==> src/rtl/conv_seq_ctrl.sv <==
// Sequencer for a 3x3 convolution pass: issues window coordinates in raster
// order and tracks them through a fixed-latency kernel to tag each result.
module conv_seq_ctrl #(
  parameter int KERNEL_LAT = 4,
  parameter int DIM_W      = 7
) (
  input  logic             clk,
  input  logic             rst,
  input  logic             start,
  input  logic [DIM_W-1:0] cfg_width,
  input  logic [DIM_W-1:0] cfg_height,
  input  logic             pause,
  output logic             busy,
  output logic             done,
  output logic             cfg_err,
  output logic             win_valid,
  output logic [5:0]       win_row,
  output logic [5:0]       win_col,
  output logic             out_valid,
  output logic [5:0]       out_row,
  output logic [5:0]       out_col,
  output logic             out_last,
  output logic [1:0]       dbg_state
);

  // Valid-only interface: win_valid and out_valid each qualify their
  // coordinate buses for exactly one cycle; there is no back-pressure.

  typedef enum logic [1:0] {
    IDLE  = 2'd0,
    RUN   = 2'd1,
    DRAIN = 2'd2,
    DONE  = 2'd3
  } state_t;

  localparam logic [DIM_W-1:0] MIN_DIM = DIM_W'(3);
  localparam logic [DIM_W-1:0] MAX_DIM = DIM_W'(64);

  state_t           state;
  logic [DIM_W-1:0] width_m3;
  logic [DIM_W-1:0] height_m3;
  logic [5:0]       row_q;
  logic [5:0]       col_q;
  logic             win_last;

  logic             pipe_v    [KERNEL_LAT];
  logic [5:0]       pipe_row  [KERNEL_LAT];
  logic [5:0]       pipe_col  [KERNEL_LAT];
  logic             pipe_last [KERNEL_LAT];

  logic             cfg_legal;
  logic             at_row_end;
  logic             at_last;
  logic             pipe_any;

  assign cfg_legal = (cfg_width  >= MIN_DIM) && (cfg_width  <= MAX_DIM) &&
                     (cfg_height >= MIN_DIM) && (cfg_height <= MAX_DIM);
  assign at_row_end = (DIM_W'(col_q) == width_m3);
  assign at_last    = at_row_end && (DIM_W'(row_q) == height_m3);
  assign dbg_state  = state;

  // The registered window stage counts as in flight until it enters the pipe.
  always_comb begin
    pipe_any = win_valid;
    for (int i = 0; i < KERNEL_LAT; i++) begin
      pipe_any = pipe_any | pipe_v[i];
    end
  end

  always_ff @(posedge clk or posedge rst) begin
    if (rst) begin
      state     <= IDLE;
      width_m3  <= '0;
      height_m3 <= '0;
      row_q     <= '0;
      col_q     <= '0;
      busy      <= 1'b0;
      done      <= 1'b0;
      cfg_err   <= 1'b0;
      win_valid <= 1'b0;
      win_row   <= '0;
      win_col   <= '0;
      win_last  <= 1'b0;
    end else begin
      win_valid <= 1'b0;
      win_last  <= 1'b0;
      done      <= 1'b0;
      case (state)
        IDLE: begin
          if (start) begin
            if (cfg_legal) begin
              width_m3  <= cfg_width - MIN_DIM;
              height_m3 <= cfg_height - MIN_DIM;
              row_q     <= '0;
              col_q     <= '0;
              cfg_err   <= 1'b0;
              busy      <= 1'b1;
              state     <= RUN;
            end else begin
              cfg_err <= 1'b1;
              done    <= 1'b1;
              state   <= DONE;
            end
          end
        end
        RUN: begin
          if (!pause) begin
            win_valid <= 1'b1;
            win_row   <= row_q;
            win_col   <= col_q;
            win_last  <= at_last;
            if (at_last) begin
              state <= DRAIN;
            end else if (at_row_end) begin
              col_q <= '0;
              row_q <= row_q + 6'd1;
            end else begin
              col_q <= col_q + 6'd1;
            end
          end
        end
        DRAIN: begin
          if (!pipe_any) begin
            busy  <= 1'b0;
            done  <= 1'b1;
            state <= DONE;
          end
        end
        DONE: begin
          state <= IDLE;
        end
        default: state <= IDLE;
      endcase
    end
  end

  // Kernel latency model: shifts every cycle, regardless of pause.
  always_ff @(posedge clk or posedge rst) begin
    if (rst) begin
      for (int i = 0; i < KERNEL_LAT; i++) begin
        pipe_v[i]    <= 1'b0;
        pipe_row[i]  <= '0;
        pipe_col[i]  <= '0;
        pipe_last[i] <= 1'b0;
      end
    end else begin
      pipe_v[0]    <= win_valid;
      pipe_row[0]  <= win_row;
      pipe_col[0]  <= win_col;
      pipe_last[0] <= win_last;
      for (int i = 1; i < KERNEL_LAT; i++) begin
        pipe_v[i]    <= pipe_v[i-1];
        pipe_row[i]  <= pipe_row[i-1];
        pipe_col[i]  <= pipe_col[i-1];
        pipe_last[i] <= pipe_last[i-1];
      end
    end
  end

  assign out_valid = pipe_v[KERNEL_LAT-1];
  assign out_row   = pipe_row[KERNEL_LAT-1];
  assign out_col   = pipe_col[KERNEL_LAT-1];
  assign out_last  = pipe_last[KERNEL_LAT-1] & pipe_v[KERNEL_LAT-1];

endmodule
==> config.mk <==
export PLATFORM = sky130hd
export DESIGN_NAME = conv_seq_ctrl
export DESIGN_NICKNAME = d
export VERILOG_FILES = /design/src/rtl/conv_seq_ctrl.sv
export SDC_FILE = /design/constraint.sdc
export NUM_CORES = 1
export LEC_CHECK = 0
export ABC_AREA = 1
export BUFFER_PORTS_ARGS = -buffer_cell sky130_fd_sc_hd__buf_4
export CORE_ASPECT_RATIO = 0.6
export CORE_MARGIN = 5
export CORE_UTILIZATION = 35
export CTS_CLUSTER_SIZE = 10
export DETAILED_ROUTE_END_ITERATION = 8
export GPL_ROUTABILITY_DRIVEN = 0
export PLACE_DENSITY = 0.52
export SLEW_MARGIN = 20
export SYNTH_ARGS = -nofsm -noshare
export SYNTH_HDL_FRONTEND = slang
export SYNTH_SLANG_ARGS = --single-unit
==> constraint.sdc <==
create_clock -name clk -period 5.07 [get_ports clk]
set_input_delay 1.2675 -clock clk [delete_from_list [all_inputs] [get_ports clk]]
set_output_delay 1.2675 -clock clk [all_outputs]
set_load 0.01 [all_outputs]
=== Yosys cells after proc, flatten, opt, wreduce, memory -nomap -nowiden ===
Cells that the tools add are included.

* Flip-flop bits (word level): 101
* Output and inout port bits: 32
* Word-level logic and storage cells: 96

* Add/sub/neg operators: 4
* Order comparisons: 4
* Equal/unequal tests: 12
* Multiplexer cells: 28
* Bitwise logic cells: 6
* Reduce and logical (&&, ||, !) cells: 14

{| class="wikitable"
|+ Operator list
! operator !! number
|-
| $mux 6 || 8
|-
| $pmux 6 s2 || 2
|-
| $eq 6x7->1 || 2
|-
| $ge 7x2->1 const B || 2
|-
| $le 7x7->1 const B || 2
|-
| $ne 2x2->1 const B || 7
|-
| $sub 7x2->7 const B || 2
|-
| $add 6x1->6 const B || 2
|-
| $mux 1 || 10
|-
| $mux 2 || 5
|-
| $pmux 2 s4 || 1
|-
| $reduce_and 4->1 || 2
|-
| $reduce_and 6->1 || 1
|-
| $reduce_and 5->1 || 1
|-
| $eq 2x2->1 const B || 2
|-
| $logic_and 1x1->1 || 4
|-
| $or 1x1->1 || 4
|-
| $pmux 1 s2 || 2
|-
| $reduce_and 2->1 || 2
|-
| $reduce_bool 2->1 || 2
|-
| $reduce_and 3->1 || 1
|-
| $eq 2x1->1 const B || 1
|-
| $logic_not 2->1 || 1
|-
| $and 1x1->1 || 1
|-
| $not 1->1 || 1
|}

=== Depth between registers and ports, before layout ===
Gate-level depths: netlist of run 1.

* Word-level depth: 7
* Mapped depth: 13

=== Worst setup path before layout of run 1 ===
No wires, ideal clock.

* Path kind: input to register
* Start point: input cfg_height[0]
* End point: register col_q[3]
* Data arrival time: 2.297 ns
* Path slack: 2.655 ns
* Cell stages on the path: 11
* Cells stage by stage: ha_1 -> nor2_1 -> nand4_1 -> nand2_1 -> nor2_4 -> nand2_1 -> nand2_4 -> nand2_4 -> buf_8 -> nand2_2 -> o21ai_2

* Word-level cells in the longest chain between the ends: 5
* Elaborated cells between the ends (all ways): 6

{| class="wikitable"
|+ Ends and longest elaborated chain
! what !! RTL line !! RTL
|-
| start, declared || 11 || <nowiki>input logic [DIM_W-1:0] cfg_height,</nowiki>
|-
| $ge 7x2->1 || 57 || <nowiki>(cfg_height >= MIN_DIM) && (cfg_height <= MAX_DIM);</nowiki>
|-
| $logic_and 1x1->1 || 56 || <nowiki>assign cfg_legal = (cfg_width >= MIN_DIM) && (cfg_width <= MAX_DIM) &&</nowiki>
|-
| $logic_and 1x1->1 (*) || 57 ||
|-
| $ne 2x2->1 (no line) (*) || - ||
|-
| $reduce_and 5->1 (no line) (*) || - ||
|-
| end signal, assigned || 118 || <nowiki>col_q <= col_q + 6'd1;</nowiki>
|-
| end, declared || 43 || <nowiki>logic [5:0] col_q;</nowiki>
|}

Mark *: on every way between the ends. The rest lies on a longest branch, timed or not.
A chain may end at the register's enable or synchronous reset.

=== Worst setup path after layout of run 1 ===
* Start point: input cfg_width[0]
* End point: register height_m3[2]

* Word-level cells in the longest chain between the ends: 5
* Elaborated cells between the ends (all ways): 6

{| class="wikitable"
|+ Ends and longest elaborated chain
! what !! RTL line !! RTL
|-
| start, declared || 10 || <nowiki>input logic [DIM_W-1:0] cfg_width,</nowiki>
|-
| $ge 7x2->1 / $le 7x7->1 (equally long branches) || 56 ||
|-
| $logic_and 1x1->1 (*) (2 in a row) || 56 ||
|-
| $logic_and 1x1->1 (*) || 57 ||
|-
| $reduce_and 3->1 (no line) (*) || - ||
|-
| end signal, assigned || 93 || <nowiki>height_m3 <= cfg_height - MIN_DIM;</nowiki>
|-
| end, declared || 41 || <nowiki>logic [DIM_W-1:0] height_m3;</nowiki>
|}

Marks and branches as above.

==> metrics.md, run 1 <==
| Metric | Value |
|---|---|
| Initial antenna violation count | `0` |
| Vias in the first global route | `2566` |
| CP Max Fanout | `21` |
| CTS tree | `yes` |
| Synth top cells by count | `109 x nand2_1, 101 x dfrtp_1, 38 x inv_1` |
| Netlist Area Pre-Place | `4050 sq um` |
| CP Class | `input pin to register` |
| Hold Path End | `pipe_col[17]` |
| Rows | `30` |
| Antenna-violating nets left | `0` |
| Post-Syn Instances | `402` |
| F_max | `419 MHz` |
| Worst flop-to-flop path startpoint | `dbg_state[1]` |
| Fin. Hold Viols | `0` |
| Synth top area share | `0.624` |
| Final Instance Area | `4800 sq um` |
| IO Count | `50` |
| Synth warn | `0` |
| RR Endpoint | `win_col[1]` |
| Area Overhead vs Synth | `18.6%` |
| DIE AREA | `13900 sq um` |
| Cell area after placement | `4510 sq um` |
| R2R Setup Slk | `3.18 ns` |
| RSZ-0062 raised after global routing | `no` |
| Core Util, Final | `0.425` |
| CTS Buffer Depth | `2` |
| CP max stage delay | `0.21 ns` |
| Diode count | `0` |
| HPWL Detailed | `5510 um` |
| Avg Cell Area, Syn | `10.1 sq um` |
| Synth area leader | `dfrtp_1` |
| Worst setup EP type | `register` |
| Root Driver | `clkbuf_16` |
| Post-Route Setup TNS | `0 ns` |
| Largest net degree at the start of global routing | `67` |
| Multi-input logic area | `1240 sq um` |
| Leak | `2.45 nW` |
| Syn nets | `429` |
| Status | `complete, no violations` |
| Filler cells | `1088` |
| Final-stage net count | `474` |
| Post_cts resized | `0` |
| Crit path time final | `2.39 ns` |
| R2R cell count | `7` |
| CORE AREA | `11300 sq um` |
| Global-route wire length before repair | `12900 um` |
| Die Span Y | `93.3 um` |
| Iter 0 DRT Violations | `138` |
| Ratio of final minimum period to clock period | `0.471` |
| Count leader, synth | `nand2_1` |
| Vias after detailed routing | `2598` |
| Htree depth | `3` |
| # port buffers | `49` |
| Postcts setup bufs | `0` |
| Max-Slew Margin vs Limit | `0.465` |
| Grt total ovfl | `0` |
| WL/cell | `12.4 um` |
| Peak supply drop | `0.189 mV` |
| CP startpoint kind | `input pin` |
| MaxCap Viol Count | `0` |
| Final max-slew violation count | `0` |
| Clock latency on the worst-skew pair | `0.34 ns` |
| Initial Utilization | `0.358` |
| Inserted Clock Buffers | `9` |
| Crit path top cell by count | `nand2_1` |
| Synth async-reset ratio | `1.00` |
| Worst-path clk slew | `0.07 ns` |
| Worst setup path start | `cfg_width[0]` |
| Hold Crit Class | `register to register` |
| CP Data Arrival Time | `2.61 ns` |
| PwrDens | `494 nW/um^2` |
| Hold_sp | `pipe_col[23]` |
| DRT Wirelength | `7570 um` |
| Max stage delay cell, worst path | `buf_4` |
| Number of vias per cell | `4.25` |
| Remaining DRCs | `0` |
| Hold buffer count at cts | `0` |
| Slew @ Worst Pin | `0.803 ns` |
| Clock skew | `0.00584 ns` |
| Total GRT Usage | `0.118` |
| Sink Count | `101` |
| Yosys reg bits | `101` |
| Chip width | `149 um` |
| Worst hold stages | `0` |
| Netlist cell types | `28` |
| Synth top area cells | `dfrtp_1 62%, nand2_1 10%, o21ai_0 3.6%` |
| Final setup viols | `0` |
| Critical Path RT | `5.29 ns` |
| Share of cells above drive strength 1 | `0.199` |
| Register area share after synthesis | `0.624` |
| Register area | `2530 sq um` |
| Ys flop type | `dfrtp_1` |
| Crit-path cells | `buf_4 -> inv_1 -> ha_1 -> nand3_1 -> nand2_1 -> nand2_1 -> nor2_4 -> inv_2 -> nor2_1 -> buf_4 -> inv_1 -> nand2_1 -> o21ai_0` |
| Post-synth EDFFs | `0` |
| DRT Pass-1 Iters | `4` |
[layout make-up]
type	count	area share
Timing Repair Buffer	51	0.0797
Inverter	42	0.0334
Tap cell	160	0.0417
Clock inverter	6	0.0109
Sequential cell	101	0.526
Multi-Input combinational cell	242	0.258
Clock buffer	10	0.0498
[stage by stage]
step / instances / setup WS, ns / total power [W] / hold WS (ns)
after floorplan: 402 / 1.16 / 0.00154 / 0.331
after global placement: 596 / 2.38 / 0.00173 / 0.332
after detailed placement: 596 / 2.34 / 0.00173 / 0.335
after CTS: 612 / 2.70 / 0.00240 / 0.348
after global routing: 612 / 2.53 / 0.00255 / 0.349
final: 612 / 2.68 / 0.00237 / 0.346
[how the worst max path moves through the flow]
stage	to	cells past startpoint	slack (ns)
after detailed placement	height_m3[2]	13	2.34
after global routing	height_m3[0]	13	2.53
final	height_m3[2]	13	2.68
after global placement	height_m3[2]	13	2.38
after floorplan	busy	1	1.16
after CTS	height_m3[2]	12	2.70
[where the power goes]
part	internal (W)	switching (W)	total, W	leakage, nW
clock	0.000355	0.000306	0.000661	0.138
combinational	0.000235	0.000400	0.000634	0.944
sequential	0.000978	0.000102	0.00108	1.37
total	0.00157	0.000807	0.00237	2.45
[worst max-delay path: cells and delay by family]
family / cells / cell delay [ns]
and+or+nand+nor: 6 / 0.56
AOI/OAI and AO/OA: 1 / 0.07
adders and majority gates: 1 / 0.15
buffers and inverters: 5 / 0.56
[state kept, by name (all words and copies together) (netlist names)]
name / count
out_valid: 1
pipe_col: 18
width_m3: 7
out_col: 6
done: 1
busy: 1
pipe_v: 3
col_q: 6
dbg_state: 2
row_q: 6
cfg_err: 1
pipe_row: 18
out_row: 6
win_valid: 1
win_col: 6
height_m3: 7
win_last: 1
pipe_last: 4
win_row: 6
[metal layers]
metal	up-vias	part of all wire	track usage
met5	-	0	0
met4	0	0.0086	0.0305
met3	9	0.059	0.0450
met2	64	0.36	0.146
met1	1174	0.57	0.187
li1	1351	-	-
[cell families after synthesis]
kind of cell    after synthesis  synth area share
simple gates                179             0.196
xor+xnor                     12            0.0260
compound gates               42            0.0566
flops                       101             0.624
buf+inv                      59            0.0692
fa+ha+maj                     9            0.0278
[cell usage in the layout, fill, tap and decap left out]
master	n
inv_6	3
xnor2_1	4
inv_2	4
buf_4	51
o21ai_0	29
nor3b_1	2
nor2_2	2
dfrtp_1	101
nand3b_1	2
nand3_2	1
inv_4	1
a21oi_1	3
nand3_1	11
nor2_1	28
xor2_1	8
nand4_1	10
nand2_1	109
ha_1	9
nand2_4	3
clkbuf_16	9
clkbuf_8	1
inv_1	37
o22ai_1	1
o21ai_1	4
nand2_2	6
o21a_1	1
inv_8	1
clkinvlp_4	2
nor2_4	2
nor3_1	3
o21ai_2	4
Power figures use the tool's default switching activity.
==> run 2: changes to the inputs <==
Clock period 5.07 ns to 2.4 ns, I/O delays scaled along.
==> metrics.md, run 2 (synthesis gave the netlist of run 1 again) <==
| Metric | Value |
|---|---|
| Sink Count | `101` |
| R2R Setup Slk | `0.48 ns` |
| Remaining DRCs | `0` |
| Final setup viols | `0` |
| HPWL Detailed | `5420 um` |
| Share of cells above drive strength 1 | `0.199` |
| Final cell count without fillers | `612` |
| Dpl cells | `596` |
| Highest routing layer actually used | `met4` |
| Leak | `2.45 nW` |
| Largest net degree at the start of global routing | `102` |
| Met3 wire len | `445 um` |
| Largest registers | `pipe_col x18, pipe_row x18` |
| Iter 0 DRT Violations | `128` |
| Status | `complete, no violations` |
| Most common cell after layout, fill and taps aside | `nand2_1` |
| MaxCap Viol Count | `0` |
| Final max-slew violation count | `0` |
| CTS tree | `yes` |
| Peak supply drop | `0.412 mV` |
| Initial antenna violation count | `0` |
| RSZ-0062 raised after global routing | `no` |
| Worst-path clk slew | `0.07 ns` |
| Chip width | `149 um` |
| Final-stage net count | `474` |
| Root Driver | `clkbuf_16` |
| Vias after detailed routing | `2638` |
| Number of vias per cell | `4.31` |
| Total GRT Usage | `0.121` |
| # port buffers | `49` |
| Core Util, Final | `0.427` |
| Antenna-violating nets left | `0` |
| Crit path top cell by count | `inv_1` |
| Final Instance Area | `4820 sq um` |
| Fin. Hold Viols | `0` |
| Initial Utilization | `0.358` |
| Die Span Y | `93.3 um` |
| Critical Path RT | `2.60 ns` |
| Post-Route Setup TNS | `0 ns` |
| IO Count | `50` |
| PwrDens | `1040 nW/um^2` |
| DRT Pass-1 Iters | `4` |
| Met1 Routed Length | `4340 um` |
| F_max | `522 MHz` |
| Inserted Clock Buffers | `9` |
| Crit path time final | `1.92 ns` |
| Filler cells | `1090` |
| Vias in the first global route | `2589` |
| Cell area after placement | `4520 sq um` |
| Most frequent cells in the layout | `109 x nand2_1, 101 x dfrtp_1, 50 x buf_4` |
| Clock latency on the worst-skew pair | `0.34 ns` |
| Slew @ Worst Pin | `0.634 ns` |
| CP Class | `register to register` |
| Ratio of final minimum period to clock period | `0.799` |
| CORE AREA | `11300 sq um` |
| DIE AREA | `13900 sq um` |
| CTS Buffer Depth | `2` |
| Setup ws final | `0.483 ns` |
| Max stage delay cell, worst path | `dfrtp_1` |
| Htree depth | `3` |
| Post_cts resized | `0` |
| Grt total ovfl | `0` |
| Max-Slew Margin vs Limit | `0.577` |
| Global-route wire length before repair | `13100 um` |
| Clock skew | `0.00457 ns` |
| Diode count | `0` |
| DRT Wirelength | `7450 um` |
| Hold Crit Class | `register to register` |
| CP max stage delay | `0.42 ns` |
| Area Overhead vs Synth | `19.2%` |
| Worst setup EP type | `register` |
| DP Worst Slack | `0.416 ns` |
| Crit-path cells | `inv_1 -> ha_1 -> inv_1 -> nor2_1 -> inv_1 -> nand2_1 -> o21ai_0` |
| Postcts setup bufs | `0` |
| CP Data Arrival Time | `2.12 ns` |
| WL/cell | `12.2 um` |
| Met2 Wirelength | `2570 um` |
| CP Max Fanout | `25` |
| CP startpoint kind | `register` |
| Rows | `30` |
| Hold buffer count at cts | `0` |
run 2: cell type report:
type | instances | area [sq um] | share of cell area
Clock buffer | 9 | 225 | 0.0467
Clock inverter | 7 | 75.1 | 0.0156
Inverter | 42 | 161 | 0.0335
Multi-Input combinational cell | 242 | 1240 | 0.257
Sequential cell | 101 | 2530 | 0.524
Tap cell | 160 | 200 | 0.0415
Timing Repair Buffer | 51 | 395 | 0.0820
run 2: power breakdown:
| group | switching (W) | internal (W) | total (W) |
|---|---|---|---|
| clock network | 0.000687 | 0.000739 | 0.00143 |
| registers | 0.000223 | 0.00206 | 0.00229 |
| logic | 0.000824 | 0.000499 | 0.00132 |
run 2: critical path: cells and delay by family, from the launching register on:
kind,cells,cell delay (ns)
AOI/OAI and AO/OA,1,0.08
adders and majority gates,1,0.27
buffers and inverters,3,0.62
DFF,1,0.42
and+or+nand+nor,2,0.37
run 2: final timing paths:
kind,startpoint,to,cells past startpoint
max,dbg_state[1],win_row[5],7
max reg2reg,dbg_state[1],win_row[5],7
min in group asynchronous,rst,out_col[3],3
max in group asynchronous,rst,win_col[2],3
min,pipe_last[2],pipe_last[1],0
min reg2reg,pipe_last[2],pipe_last[1],0
run 2: through the flow:
step,total power (W),hold WS (ns)
global route,0.00544,0.358
global placement,0.00364,0.332
CTS,0.00511,0.345
floorplan,0.00325,0.331
detailed placement,0.00366,0.335
finish,0.00504,0.349
run 2: metal layers:
layer,up-vias,global-route usage
met3,8,0.0416
met2,66,0.144
met5,-,0
met1,1219,0.197
met4,0,0.0388
li1,1345,-
